[src/rtl/slink_crc_check_pkg.sv]
// Shared definitions for the S-Link receive CRC checker: FSM encoding, CRC
// constants and the reflected CRC-16/MCRF4XX byte update.
package slink_crc_check_pkg;

    typedef enum logic [1:0] {
        ST_IDLE    = 2'd0,
        ST_PAYLOAD = 2'd1,
        ST_CRC     = 2'd2,
        ST_CRC_HI  = 2'd3
    } state_t;

    localparam logic [15:0] CRC_SEED     = 16'hFFFF;
    // 0x1021 bit-reversed: bytes enter LSB first, as on CSI/DSI links.
    localparam logic [15:0] CRC_POLY_REF = 16'h8408;

    function automatic logic [15:0] crc16_byte(input logic [15:0] crc_in,
                                               input logic [7:0]  byte_in);
        logic [15:0] r;
        r = crc_in ^ {8'h00, byte_in};
        for (int i = 0; i < 8; i++) begin
            r = r[0] ? ((r >> 1) ^ CRC_POLY_REF) : (r >> 1);
        end
        return r;
    endfunction

endpackage

[src/rtl/slink_crc_8_16bit_compute.sv]
// CRC-16/MCRF4XX engine absorbing up to two bytes per cycle (byte0 = data[7:0]
// first). init reloads the seed and takes priority over any data.
module slink_crc_8_16bit_compute
    import slink_crc_check_pkg::*;
(
    input  logic        clk,
    input  logic        reset,
    input  logic [15:0] data,
    input  logic [1:0]  valid,
    input  logic        init,
    input  logic [15:0] crc_prev,
    output logic [15:0] crc
);

    logic [15:0] crc_next;

    always_comb begin
        crc_next = crc_prev;
        if (valid[0]) crc_next = crc16_byte(crc_next, data[7:0]);
        if (valid[1]) crc_next = crc16_byte(crc_next, data[15:8]);
    end

    always_ff @(posedge clk or posedge reset) begin
        if (reset)     crc <= CRC_SEED;
        else if (init) crc <= CRC_SEED;
        else           crc <= crc_next;
    end

endmodule

[src/rtl/slink_crc_check.sv]
// Receive-side CRC-16 checker for S-Link long packets: payload bytes, then a
// 2-byte CRC field (low byte first). Define SLINK_CRC_CHECK_ERR_CNT_EN for the
// saturating crc_err_count output.
module slink_crc_check
    import slink_crc_check_pkg::*;
#(
    parameter int WC_W      = 16,
    parameter int ERR_CNT_W = 8
) (
    input  logic            clk,
    input  logic            reset,
    input  logic            pkt_start,
    input  logic [WC_W-1:0] pkt_wc,
    input  logic            data_en,
    input  logic [15:0]     data_in,
    output logic            busy,
    output logic            crc_done,
    output logic            crc_err,
    output logic [15:0]     crc_calc,
    output logic [15:0]     crc_rx
`ifdef SLINK_CRC_CHECK_ERR_CNT_EN
    ,
    output logic [ERR_CNT_W-1:0] crc_err_count
`endif
);

    state_t          state;
    logic [WC_W-1:0] rem;
    logic [7:0]      rx_lo;
    logic [15:0]     crc_reg;
    logic [1:0]      feed_valid;
    logic [15:0]     rx_field;
    logic            final_beat;
    logic            mismatch;

    // A pkt_start beat carries no data, so it never feeds the engine.
    always_comb begin
        feed_valid = 2'b00;
        if (state == ST_PAYLOAD && data_en && !pkt_start) begin
            feed_valid = (rem == WC_W'(1)) ? 2'b01 : 2'b11;
        end
        final_beat = data_en && (state == ST_CRC || state == ST_CRC_HI);
        rx_field   = (state == ST_CRC_HI) ? {data_in[7:0], rx_lo} : data_in;
        mismatch   = (crc_reg != rx_field);
    end

    slink_crc_8_16bit_compute u_crc (
        .clk      (clk),
        .reset    (reset),
        .data     (data_in),
        .valid    (feed_valid),
        .init     (pkt_start),
        .crc_prev (crc_reg),
        .crc      (crc_reg)
    );

    // A finishing CRC beat still reports even if pkt_start lands on the same
    // cycle; the later pkt_start assignments then win for busy/state.
    always_ff @(posedge clk or posedge reset) begin
        if (reset) begin
            state    <= ST_IDLE;
            rem      <= '0;
            rx_lo    <= '0;
            busy     <= 1'b0;
            crc_done <= 1'b0;
            crc_err  <= 1'b0;
            crc_calc <= CRC_SEED;
            crc_rx   <= '0;
        end else begin
            crc_done <= 1'b0;
            if (final_beat) begin
                crc_done <= 1'b1;
                crc_err  <= mismatch;
                crc_calc <= crc_reg;
                crc_rx   <= rx_field;
                busy     <= 1'b0;
                state    <= ST_IDLE;
            end
            if (pkt_start) begin
                rem   <= pkt_wc;
                busy  <= 1'b1;
                state <= (pkt_wc != '0) ? ST_PAYLOAD : ST_CRC;
            end else if (state == ST_PAYLOAD && data_en) begin
                if (rem > WC_W'(2)) begin
                    rem <= rem - WC_W'(2);
                end else if (rem == WC_W'(2)) begin
                    rem   <= '0;
                    state <= ST_CRC;
                end else begin
                    rem   <= '0;
                    rx_lo <= data_in[15:8];
                    state <= ST_CRC_HI;
                end
            end
        end
    end

`ifdef SLINK_CRC_CHECK_ERR_CNT_EN
    always_ff @(posedge clk or posedge reset) begin
        if (reset) begin
            crc_err_count <= '0;
        end else if (final_beat && mismatch && crc_err_count != '1) begin
            crc_err_count <= crc_err_count + 1'b1;
        end
    end
`endif

endmodule

[config.mk]
export PLATFORM = sky130hd
export DESIGN_NAME = slink_crc_check
export DESIGN_NICKNAME = d
export VERILOG_FILES = /design/src/rtl/slink_crc_check_pkg.sv /design/src/rtl/slink_crc_8_16bit_compute.sv /design/src/rtl/slink_crc_check.sv
export SDC_FILE = /design/constraint.sdc
export NUM_CORES = 1
export LEC_CHECK = 0
export CAP_MARGIN = 40
export CELL_PAD_IN_SITES_DETAIL_PLACEMENT = 0
export CELL_PAD_IN_SITES_GLOBAL_PLACEMENT = 1
export CORE_ASPECT_RATIO = 1.75
export CORE_MARGIN = 2
export CORE_UTILIZATION = 45
export DETAILED_ROUTE_END_ITERATION = 16
export PLACE_DENSITY_LB_ADDON = 0.1
export SETUP_SLACK_MARGIN = 0.15
export SYNTH_ARGS = -nofsm -noshare
export SYNTH_HDL_FRONTEND = slang
export SYNTH_HIERARCHICAL = 1
export SYNTH_SLANG_ARGS = --single-unit
[constraint.sdc]
create_clock -name clk -period 6.15 [get_ports clk]
set_input_delay 1.23 -clock clk [delete_from_list [all_inputs] [get_ports clk]]
set_output_delay 1.23 -clock clk [all_outputs]
set_load 0.01 [all_outputs]
Word-level counts from Yosys, hierarchy flattened
Cells that the tools add are included.
{"block": "word_totals", "reg_bits": 77, "input_bits": 36, "out_inout_bits": 35}
{"block": "op_classes", "add_sub_neg": 1, "n_lt_le_gt_ge": 1, "n_eq_ne": 6, "muxes": 34, "n_bitwise": 21, "n_reduce_logical": 9}
{"operator": "$mux W16", "count": 23}
{"operator": "$not A2 Y3", "count": 16}
{"operator": "$xor A16 B8 Y16", "count": 2}
{"operator": "$eq A16 B1 Y1 const B", "count": 1}
{"operator": "$eq A16 B2 Y1 const B", "count": 1}
{"operator": "$gt A16 B2 Y1 const B", "count": 1}
{"operator": "$ne A16 B16 Y1", "count": 1}
{"operator": "$reduce_bool A16 Y1", "count": 1}
{"operator": "$sub A16 B2 Y16 const B", "count": 1}
{"operator": "$mux W2", "count": 7}
{"operator": "$eq A2 B2 Y1 const B", "count": 2}
{"operator": "$mux W1", "count": 4}
{"operator": "$reduce_and A4 Y1", "count": 1}
{"operator": "$reduce_bool A2 Y1", "count": 2}
{"operator": "$logic_and A1 B1 Y1", "count": 3}
{"operator": "$not A1 Y1", "count": 3}
{"operator": "$eq A2 B1 Y1 const B", "count": 1}
{"operator": "$logic_not A1 Y1", "count": 1}
{"operator": "$logic_or A1 B1 Y1", "count": 1}

Depth between registers and ports, before layout
{"block": "depth", "ltp_word": 37, "depth_mapped": 11, "ltp_nobuf": 8}

By module
The synthesis kept the hierarchy.
{"module": "slink_crc_check", "instances": 1, "cells_each": 335, "area_each_um2": 3206.8}
{"module": "slink_crc_8_16bit_compute", "instances": 1, "cells_each": 144, "area_each_um2": 1463.9}

Worst setup path before layout
No wires, ideal clock.
{"block": "synth_path", "path_kind": "input -> register", "from": "input port data_en", "to": "register u_crc.crc[0]", "setup_ns": 0.082, "t_arrival_ns": 3.146, "path_slack_ns": 2.922, "cell_stages": 10, "n_path_buf": 2, "path_cell_list": "nand2_1 -> or2_1 -> clkbuf_1 -> nor2_1 -> buf_6 -> and2_1 -> xnor3_1 -> xnor2_1 -> xnor2_1 -> a211o_1"}
{"block": "synth_between", "elab_chain_cells": 16, "word_cells_on_any_way": 17, "cone_classes": "mux (12); bitwise (3); reduce/logical (2)"}
{"item": "from (decl)", "line_no": "slink_crc_check.sv:14", "source": "input logic data_en,"}
{"item": "$logic_and A1 B1 Y1 * (2 in a row)", "line_no": "slink_crc_check.sv:39", "source": "if (state == ST_PAYLOAD && data_en && !pkt_start) begin"}
{"item": "$mux W2 *", "line_no": "slink_crc_check.sv:39"}
{"item": "via feed_valid[0]", "line_no": "slink_crc_check.sv:31", "source": "logic [1:0] feed_valid;"}
{"item": "$mux W16 *", "line_no": "slink_crc_8_16bit_compute.sv:19", "source": "if (valid[0]) crc_next = crc16_byte(crc_next, data[7:0]);"}
{"item": "$xor A16 B8 Y16", "line_no": "slink_crc_check_pkg.sv:19", "source": "r = crc_in ^ {8'h00, byte_in};"}
{"item": "$mux W16 or $not A2 Y3 (tied branches)"}
{"item": "$mux W16 (3 in a row)", "line_no": "slink_crc_check_pkg.sv:21", "source": "r = r[0] ? ((r >> 1) ^ CRC_POLY_REF) : (r >> 1);"}
{"item": "$not A2 Y3 (no source line) or $mux W16 (tied branches)"}
{"item": "$mux W16 (4 in a row)", "line_no": "slink_crc_check_pkg.sv:21"}
{"item": "$mux W16 *", "line_no": "slink_crc_8_16bit_compute.sv:20", "source": "if (valid[1]) crc_next = crc16_byte(crc_next, data[15:8]);"}
{"item": "$mux W16 *", "line_no": "slink_crc_8_16bit_compute.sv:25", "source": "else if (init) crc <= CRC_SEED;"}
{"item": "to (signal assigned)", "line_no": "slink_crc_8_16bit_compute.sv:26", "source": "else crc <= crc_next;"}
{"item": "to (decl)", "line_no": "slink_crc_8_16bit_compute.sv:12", "source": "output logic [15:0] crc"}
The timed path passes the listed nets; every way through them passes the cells marked *.
A chain may end at the register's enable or synchronous reset.

Final worst setup path
Same ends and word-level chain as after synthesis.

==> results.py <==
metrics = {
    "floorplanning": {
        "core_area_um2": 10200,
        "initial_core_util_pct": 45.9,
        "floorplan.io_pins": 71,
        "fp.dieW_um": 81.0,
        "die_area_um2": 11200,
        "die-height_um": 139,
        "floorplan.rows": 49,
    },
    "cells_and_area": {
        "multi_input_area_um2": 2520,
        "fillCellCount": 939,
        "share_of_layout_cells_above_drive_strength_1_pct": 14.5,
        "design.final.nets": 579,
        "syn_to_layout_area_delta_pct": 24.0,
        "finalNonFillerCells": 673,
        "number_of_inserted_diodes": 0,
        "area.sequential_um2": 1970,
    },
    "detailed_routing": {
        "dr.first_iter.drc_count": 132,
        "vias_per_cell": 5.57,
        "drt_pre_antenna_iters": 4,
        "wl_per_cell_um": 18.2,
        "postRouteWirelength_mm": 12.3,
        "final_antenna_net_count": 0,
        "vias": 3748,
        "remaining_drc_errors": 0,
    },
    "grt": {
        "antenna_violations_before_repair": 0,
        "grt-ovfl-total": 0,
        "pin_count_of_the_biggest_net_entering_global_routing": 62,
        "first_global_vias": 3858,
        "grt_resource_usage_total_pct": 23.1,
        "grt_first_pass_wirelength_mm": 19.7,
    },
    "synthesis": {
        "post_synth_main_area_contributors": "sky130_fd_sc_hd__dfrtp_1 (24%), sky130_fd_sc_hd__dfstp_2 (18%), sky130_fd_sc_hd__xnor2_1 (8.8%)",
        "gate_count_of_the_mapped_netlist": 479,
        "postSynthNetCount": 516,
        "syn_area_per_cell_um2": 9.75,
        "synth_edf_count": 0,
        "postSynthRegisterBits": 77,
        "async_flop_share_pct": 100,
        "ys_flop_type": "sky130_fd_sc_hd__dfrtp_1",
        "seq_area_frac_synth_pct": 42.1,
        "synth.cells.most_frequent": "sky130_fd_sc_hd__nand2_1 (57), sky130_fd_sc_hd__xnor2_1 (47), sky130_fd_sc_hd__dfrtp_1 (45), sky130_fd_sc_hd__o21ai_0 (39), sky130_fd_sc_hd__dfstp_2 (32)",
        "synth.largest_area_cell": "sky130_fd_sc_hd__dfrtp_1",
        "yosys_warnings": 6,
        "synth_largest_type_area_fraction_pct": 24.1,
        "ys_types": 58,
        "leading_cell_type_by_number_of_instances_after_synthesis": "sky130_fd_sc_hd__nand2_1",
        "synth_area_um2": 4670,
    },
    "power": {
        "internal_power_w": 0.00119,
        "pleak_nw": 2.38,
        "proportion_of_power_drawn_by_the_clock_network_pct": 31.2,
        "comb_power_share_pct": 32.7,
        "fin_total_pwr_w": 0.00176,
        "vdd_ir_drop_max_v": 0.000168,
        "power.share.switching_pct": 32.2,
        "power.density_cell_area_nw_per_um2": 303,
        "p_sw_w": 0.000565,
        "seq_power_share_pct": 36.1,
    },
    "clock_network": {
        "clk_pin_slew_ns": 0.06,
        "numClockSinks": 77,
        "clock-root-buffer": "sky130_fd_sc_hd__clkbuf_16",
        "clockBufferDepth": 2,
        "cts_hold_buffers": 0,
        "post_cts_setup_buffers": 0,
        "cts.htree.levels": 3,
        "worst_skew_pair.late_latency_ns": 0.33,
        "cts_resized": 0,
        "cts_tree": "built",
        "num_cts_buffers": 9,
    },
    "hold_path": {
        "holdCritPathClass": "register to register",
        "origin_of_the_worst_min_delay_path": "crc_rx[0]",
    },
    "place": {
        "hpwlAfterDp_mm": 9.20,
        "gp_congestion": 0.926,
        "detailedPlace.worstSlack_ns": 2.09,
        "dp_cells": 658,
        "io_buffer_count": 70,
    },
    "flow_run": {
        "max_cap_violations": 0,
    },
    "worst_setup_path": {
        "worst_r2r_startpoint": "state[0]",
        "worstSetupPathType": "input port to register",
        "crit_fanout": 29,
        "critPathCaptureType": "register",
        "cp_data_arrival_time_ns": 4.00,
        "cp-start-kind": "input port",
        "cp-startpoint": "data_en",
        "required_ns": 6.41,
    },
    "timing": {
        "timing_worst_slew_pin_value_ns": 0.775,
        "finalWorstSetupSlack_ns": 2.41,
        "final.setup.tns_ns": 0,
        "slew_headroom_pct": 48.3,
        "total_count_of_hold_check_failures_in_the_final_report": 0,
        "min_period_ns": 3.74,
        "grt_setup_unrepaired": "no",
        "max_clock_freq_ghz": 0.267,
        "final.period_utilization_pct": 60.8,
        "final.setup_skew_ns": 0.00724,
        "setup_viol": 0,
        "final_max_slew_viol_count": 0,
        "hold-worst-slack_ns": 0.477,
    },
    "outcome": {
        "status": "completed",
    },
}
==> cells by family after synthesis <==
kind of cell | after synthesis | synth area share (%)
xor+xnor | 70 | 15.7
mux | 37 | 8.28
fa+ha+maj | 1 | 0.268
buf+inv | 49 | 4.18
simple gates | 131 | 13.6
compound gates | 114 | 15.9
flops | 77 | 42.1
==> power groups by stage <==
stage	Combinational (W)	Sequential, W	Clock (W)
floorplan	0.000441	0.000613	0
global placement	0.000561	0.000641	0
detailed placement	0.000566	0.000643	0
CTS	0.000573	0.000635	0.000564
global route	0.000626	0.000643	0.000586
finish	0.000575	0.000635	0.000548
==> cell type report <==
cell class                 count  area share [%]
clock buffer                  10            3.95
timing repair buffer          76            12.9
inverter                      25            1.62
multi-input combinational    353            43.5
clock inverter                 5            1.34
tap                          127            2.74
sequential                    77            34.0
==> per-layer routing <==
| layer | routed length [µm] | vias up | part of all wire (%) | track usage [%] |
|---|---|---|---|---|
| met3 | 417 | 29 | 3.4 | 3.06 |
| li1 | - | 1802 | - | - |
| met4 | 526 | 0 | 4.3 | 13.2 |
| met2 | 6770 | 105 | 55 | 41.8 |
| met1 | 4550 | 1812 | 37 | 24.6 |
| met5 | 0 | - | 0 | 0 |
==> path summary, 6_finish.rpt <==
check / slack (ns) / cells past startpoint / to
min: 0.48 / 2 / crc_rx[0]
max: 2.41 / 10 / u_crc/crc[0]
max in group asynchronous: 4.17 / 3 / rem[6]
min in group asynchronous: 1.45 / 3 / rem[10]
min reg2reg: 0.48 / 2 / crc_rx[0]
max reg2reg: 3.39 / 9 / u_crc/crc[0]
==> worst max-delay path: stages <==
cell and delay, ns:
sky130_fd_sc_hd__clkdlybuf4s50_1 0.54, sky130_fd_sc_hd__nand2_1 0.08, sky130_fd_sc_hd__or2_1 0.33, sky130_fd_sc_hd__nor2_2 0.14
sky130_fd_sc_hd__buf_4 0.30, sky130_fd_sc_hd__and2_1 0.22, sky130_fd_sc_hd__xnor3_1 0.31, sky130_fd_sc_hd__xnor2_1 0.41
sky130_fd_sc_hd__xnor2_1 0.13, sky130_fd_sc_hd__a211o_1 0.30
==> placed cells by master (no fill, tap or decap), types with 12 or more instances in the layout <==
cell type / synthesis / final
sky130_fd_sc_hd__xor2_1: 13 / 13
sky130_fd_sc_hd__a211o_1: 12 / 12
sky130_fd_sc_hd__nor3_1: 12 / 12
sky130_fd_sc_hd__nor2_1: 25 / 24
sky130_fd_sc_hd__mux2i_1: 24 / 24
sky130_fd_sc_hd__dfrtp_1: 45 / 45
sky130_fd_sc_hd__clkdlybuf4s50_1: 0 / 70
sky130_fd_sc_hd__xnor2_1: 47 / 47
sky130_fd_sc_hd__o21ai_1: 12 / 12
sky130_fd_sc_hd__a21oi_1: 16 / 16
sky130_fd_sc_hd__nand2_1: 57 / 56
sky130_fd_sc_hd__inv_1: 25 / 24
sky130_fd_sc_hd__dfstp_2: 32 / 32
sky130_fd_sc_hd__o21ai_0: 39 / 39
==> stage by stage <==
step / utilization (%) / cell area [µm²]
finish: 56.9 / 5790
global route: 56.9 / 5790
CTS: 56.9 / 5790
detailed placement: 53.9 / 5490
global placement: 53.8 / 5480
floorplan: - / 4670
Note: power is estimated with default switching activity, not from simulation.
